## config.mk

```make
export PLATFORM = sky130hd
export DESIGN_NAME = fp_div_arbiter
export DESIGN_NICKNAME = d
export VERILOG_FILES = /design/src/rtl/fp_div_pkg.sv /design/src/rtl/rr_arb2.sv /design/src/rtl/fp_div_arbiter.sv
export SDC_FILE = /design/constraint.sdc
export NUM_CORES = 1
export LEC_CHECK = 0
export BUFFER_PORTS_ARGS = -buffer_cell sky130_fd_sc_hd__buf_2
export CAP_MARGIN = 20
export CORE_MARGIN = 2
export CORE_UTILIZATION = 42
export CTS_BUF_LIST = sky130_fd_sc_hd__clkbuf_4
export DETAILED_ROUTE_END_ITERATION = 7
export PLACE_DENSITY = 0.87
export SYNTH_ARGS = -nofsm -noshare
export SYNTH_HDL_FRONTEND = slang
export SYNTH_SLANG_ARGS = --single-unit
export TNS_END_PERCENT = 50
```

## constraint.sdc

```tcl
create_clock -name clk -period 3.2 [get_ports clk]
set_input_delay 0.32 -clock clk [delete_from_list [all_inputs] [get_ports clk]]
set_output_delay 0.32 -clock clk [all_outputs]
set_load 0.02 [all_outputs]
```

## src/rtl/fp_div_pkg.sv

```systemverilog
// rtl/fp_div_pkg.sv - shared FSM encoding and IEEE-754 constants for the divider arbiter
package fp_div_pkg;

  typedef enum logic [2:0] {
    ST_IDLE   = 3'd0,
    ST_ISSUE  = 3'd1,
    ST_SETTLE = 3'd2,
    ST_WAIT   = 3'd3,
    ST_RESP   = 3'd4
  } state_t;

  localparam int          DEFAULT_TIMEOUT = 64;
  localparam logic [31:0] FP_QNAN         = 32'h7FC0_0000;
  localparam logic [7:0]  FP_INF_EXP      = 8'hFF;

  // True for +0 and -0 divisors; those skip the divider entirely.
  function automatic logic is_zero_mag(input logic [31:0] f);
    return f[30:0] == 31'h0;
  endfunction

  function automatic logic [31:0] signed_inf(input logic [31:0] a, input logic [31:0] b);
    return {a[31] ^ b[31], FP_INF_EXP, 23'h0};
  endfunction

endpackage

```

## src/rtl/rr_arb2.sv

```systemverilog
// rtl/rr_arb2.sv - two-way round-robin grant; last names the port granted most recently
module rr_arb2 (
  input  logic [1:0] req,
  input  logic       last,
  output logic [1:0] gnt
);

  always_comb begin
    gnt = 2'b00;
    if (req == 2'b11) begin
      gnt = last ? 2'b01 : 2'b10;
    end else begin
      gnt = req;
    end
  end

endmodule

```

## src/rtl/fp_div_arbiter.sv

```systemverilog
// rtl/fp_div_arbiter.sv - shares one FP divider between two requesters, with
// divide-by-zero bypass and a bounded wait for the divider result.
module fp_div_arbiter
  import fp_div_pkg::*;
#(
  parameter int TIMEOUT = DEFAULT_TIMEOUT
) (
  input  logic        clk,
  input  logic        rst,
  input  logic [1:0]  req,
  input  logic [31:0] a0,
  input  logic [31:0] b0,
  input  logic [31:0] a1,
  input  logic [31:0] b1,
  output logic [1:0]  done,
  output logic [31:0] result,
  output logic        err,
  output logic        busy,
  output logic        div_start,
  output logic [31:0] div_a,
  output logic [31:0] div_b,
  input  logic [31:0] div_c,
  input  logic        div_ready
);

  localparam int              CW       = (TIMEOUT > 1) ? $clog2(TIMEOUT) : 1;
  localparam logic [CW-1:0]   CNT_LAST = CW'(TIMEOUT - 1);

  state_t        state_q,  state_d;
  logic          winner_q, winner_d;
  logic          last_q,   last_d;
  logic [CW-1:0] cnt_q,    cnt_d;
  logic [31:0]   result_q, result_d;
  logic          err_q,    err_d;
  logic [31:0]   div_a_q,  div_a_d;
  logic [31:0]   div_b_q,  div_b_d;

  logic [1:0]    gnt;
  logic          win_idx;
  logic [31:0]   win_a;
  logic [31:0]   win_b;
  logic          win_bypass;

  rr_arb2 u_rr_arb2 (
    .req  (req),
    .last (last_q),
    .gnt  (gnt)
  );

  assign win_idx    = gnt[1];
  assign win_a      = win_idx ? a1 : a0;
  assign win_b      = win_idx ? b1 : b0;
  assign win_bypass = is_zero_mag(win_b);

  always_comb begin
    state_d   = state_q;
    winner_d  = winner_q;
    last_d    = last_q;
    cnt_d     = cnt_q;
    result_d  = result_q;
    err_d     = err_q;
    div_a_d   = div_a_q;
    div_b_d   = div_b_q;
    div_start = 1'b0;
    done      = 2'b00;

    case (state_q)
      ST_IDLE: begin
        // A zero divisor never touches the divider, so it need not wait for it.
        if (gnt != 2'b00 && (win_bypass || div_ready)) begin
          winner_d = win_idx;
          div_a_d  = win_a;
          div_b_d  = win_b;
          if (win_bypass) begin
            result_d = signed_inf(win_a, win_b);
            err_d    = 1'b0;
            state_d  = ST_RESP;
          end else begin
            state_d  = ST_ISSUE;
          end
        end
      end
      ST_ISSUE: begin
        div_start = 1'b1;
        state_d   = ST_SETTLE;
      end
      ST_SETTLE: begin
        // div_ready may still reflect the idle divider here; skip it.
        cnt_d   = '0;
        state_d = ST_WAIT;
      end
      ST_WAIT: begin
        if (div_ready) begin
          result_d = div_c;
          err_d    = 1'b0;
          state_d  = ST_RESP;
        end else if (cnt_q == CNT_LAST) begin
          result_d = FP_QNAN;
          err_d    = 1'b1;
          state_d  = ST_RESP;
        end else begin
          cnt_d = cnt_q + 1'b1;
        end
      end
      ST_RESP: begin
        done    = winner_q ? 2'b10 : 2'b01;
        last_d  = winner_q;
        state_d = ST_IDLE;
      end
      default: begin
        state_d = ST_IDLE;
      end
    endcase
  end

  always_ff @(posedge clk or posedge rst) begin
    if (rst) begin
      state_q  <= ST_IDLE;
      winner_q <= 1'b0;
      last_q   <= 1'b1;
      cnt_q    <= '0;
      result_q <= 32'h0;
      err_q    <= 1'b0;
      div_a_q  <= 32'h0;
      div_b_q  <= 32'h0;
    end else begin
      state_q  <= state_d;
      winner_q <= winner_d;
      last_q   <= last_d;
      cnt_q    <= cnt_d;
      result_q <= result_d;
      err_q    <= err_d;
      div_a_q  <= div_a_d;
      div_b_q  <= div_b_d;
    end
  end

  assign busy   = (state_q != ST_IDLE);
  assign result = result_q;
  assign err    = err_q;
  assign div_a  = div_a_q;
  assign div_b  = div_b_q;

endmodule

```

==> flow_metrics.env <==
export IMPL_period_share_pct=86.4
export IMPL_wl_per_cell_um=17.6
export IMPL_yosysUniqueCellTypes=39
export IMPL_grt_pass1_vias=4420
export IMPL_dp_hpwl_um=11500
export IMPL_crit_fanout=34
export IMPL_cts_max_level=3
export IMPL_maxSlewViolCount=0
export IMPL_drv_cap=0
export IMPL_worstPathArrival_ns=3.08
export IMPL_drt_total_wl_um=14400
export IMPL_fp_coreArea_mm2=0.0115
export IMPL_ys_seq_elements=108
export IMPL_drc=19
export IMPL_initial_core_util_pct=43.3
export IMPL_power_mw=5.81
export IMPL_drtIter0Drc=246
export IMPL_gp_congestion=0.947
export IMPL_async_flop_share_pct=100
export IMPL_first_pass_iters=8
export IMPL_nets=836
export IMPL_grtUsageTotal_pct=22.2
export IMPL_cp_start_kind="register"
export IMPL_yosysTopAreaCellShare_pct=53.7
export IMPL_violations="design-rule violations"
export IMPL_finalClockSkew_ns=0.0248
export IMPL_die_h_um=113
export IMPL_ys_seq_area_share_pct=54.2
export IMPL_synth_edf_count=0
export IMPL_antenna_found_initial=0
export IMPL_overflow=0
export IMPL_timing_fmax_ghz=0.362
export IMPL_drive_gt1_share_pct=48.7
export IMPL_tns_ns=0
export IMPL_ys_warn_count=0
export IMPL_ctsResizeCount=0
export IMPL_dieArea_mm2=0.0128
export IMPL_clkTransAtPathRegs_ns=0.16
export IMPL_vias=4318
export IMPL_slew_limit_headroom_pct=34.5
export IMPL_antenna_cells=0
export IMPL_n_fill_cell=993
export IMPL_root_buffer="clkbuf_4"
export IMPL_syn_to_final_growth_pct=33.7
export IMPL_setup_slack_ns=0.435
export IMPL_p_per_area_mw_per_mm2=872
export IMPL_fin_util_pct=57.9
export IMPL_cts_buffers=9
export IMPL_insertion_delay_ns=0.43
export IMPL_die_w_um=113
export IMPL_hold_viol=0
export IMPL_synthFlopType="dfrtp_1"
export IMPL_ir_worst_vdd_uv=529
export IMPL_cts_max_path_buffers=2
export IMPL_syn_inst=405
export IMPL_worstSetupPathType="register to register"
export IMPL_placementRows=39
export IMPL_rsz0062_at_grt="no"
export IMPL_syn_nets=571
export IMPL_multi_input_area_mm2=0.00219
export IMPL_endpoint_kind="register"
export IMPL_yosys_top_cells_area="dfrtp_1 54%, mux2_1 8.6%, mux2_2 7.0%, mux2i_1 6.4%, a21o_1 4.8%"
export IMPL_regArea_mm2=0.00270
export IMPL_worst_slew_pin_slew_ns=0.978
export IMPL_io_pin_count=266
export IMPL_grt_pass1_wl_um=22400
export IMPL_cts_sinks=108
export IMPL_slowest_delay_ns=0.75
export IMPL_cts_tree="yes"
export IMPL_yosys_area_top_type="dfrtp_1"
export IMPL_power_leakage_nw=3.60
export IMPL_fin_crit_ns=2.77
export IMPL_synth_cell_area_mm2=0.00499
export IMPL_syn_area_per_cell_um2=12.3
export IMPL_viasPerCell=5.28
export IMPL_place_ws_ns=0.296
export IMPL_slowest_stage="o21ai_4"
export IMPL_synth_most_common_cell="dfrtp_1"
export IMPL_port_buffers=265
export IMPL_outcome="finished with violations"
export IMPL_cp_required_ns=3.51
export IMPL_min_delay_path_class="input pin to register"
export IMPL_path_cells="a21boi_4 -> nand4b_1 -> a222oi_1 -> buf_4 -> o21ai_4 -> buf_12 -> mux2_1"
export IMPL_antenna_left=0
export IMPL_grt_max_degree=45
export IMPL_yosys_top_cells_count="107 x dfrtp_1, 47 x nor2_1, 38 x mux2_1"
export IMPL_setup_viol=0
sequential cells by signal, summed over array words and instances, names as in the netlist:
register  flops
state_q       3
cnt_q         6
winner_q      1
err           1
result       32
div_b        32
last_q        1
div_a        32
per-stage QoR:
step           cell area (µm²)  instances  hold slack (ns)
2_1_floorplan             4990        405            0.446
3_3_place_gp              6500        800            0.398
3_5_place_dp              6500        800            0.409
4_1_cts                   6650        817           0.0528
5_1_grt                   6670        818           0.0551
6_report                  6670        818            0.100
cell families (layout without fill, tap and decap cells):
| logic type | after synthesis | in the layout | share of synthesized area, % |
|---|---|---|---|
| flip-flops | 108 | 108 | 54.2 |
| multiplexers | 101 | 101 | 22.0 |
| AND/OR/NAND/NOR | 87 | 87 | 8.26 |
| AO/OA/AOI/OAI | 76 | 76 | 12.2 |
| buffers and inverters | 27 | 297 | 2.21 |
| XOR/XNOR | 5 | 5 | 0.878 |
| adder cells (fa/ha/maj) | 1 | 1 | 0.251 |
worst paths after layout:
kind | startpoint | end | slack [ns] | depth (start not counted)
hold reg to reg | div_b[9] | div_b[9] | 0.49 | 1
setup reg to reg | last_q | div_a[1] | 0.43 | 7
hold / removal | div_c[23] | result[23] | 0.10 | 2
min in group asynchronous | rst | result[10] | 0.48 | 3
setup / recovery | last_q | div_a[1] | 0.43 | 7
max in group asynchronous | rst | result[14] | 1.85 | 4
report_power, final:
part	switching (mW)	total [mW]	leakage [nW]	internal, mW
registers	0.359	2.35	1.33	1.99
logic	1.65	2.80	2.20	1.14
clock network	0.416	0.670	0.0766	0.254
total	2.43	5.81	3.60	3.39
placed cells by master (no fill, tap or decap), drive strengths merged, types with 8 or more instances in the layout:
| master | netlist | layout |
|---|---|---|
| mux2 | 69 | 69 |
| o22a | 8 | 8 |
| nor2 | 47 | 47 |
| a21o | 32 | 32 |
| a22o | 24 | 24 |
| clkbuf | 14 | 11 |
| buf | 8 | 275 |
| dfrtp | 107 | 107 |
| nor4 | 12 | 12 |
| mux2i | 32 | 32 |
area by class of cell:
cell class	count	area share, %
inverters	5	0.319
clock buffers	11	1.24
well taps	143	2.68
clock inverters	5	0.788
multi-input cells	270	32.9
repair buffers	276	21.5
flip-flops and latches	108	40.6
repair_timing:
item | 4_1_cts | 5_1_grt
buffers inserted | 0 | 0
hold buffers | 1 | 0
hold endpoints to repair | 41 | 0
worst max-delay path: cells and delay by family (launching register included):
kind	cells	cell delay [ns]
AOI/OAI and AO/OA	3	1.21
buffers and inverters	2	0.47
DFF	1	0.42
muxes	1	0.35
and+or+nand+nor	1	0.17
per-layer routing:
| layer | global-route usage [%] | share of wire (%) |
|---|---|---|
| met1 | 27.8 | 40 |
| met2 | 39.5 | 51 |
| met3 | 4.55 | 7.2 |
| met4 | 6.10 | 1.5 |
| met5 | 0 | 0 |
No activity file was read; power rests on OpenSTA's default activity.
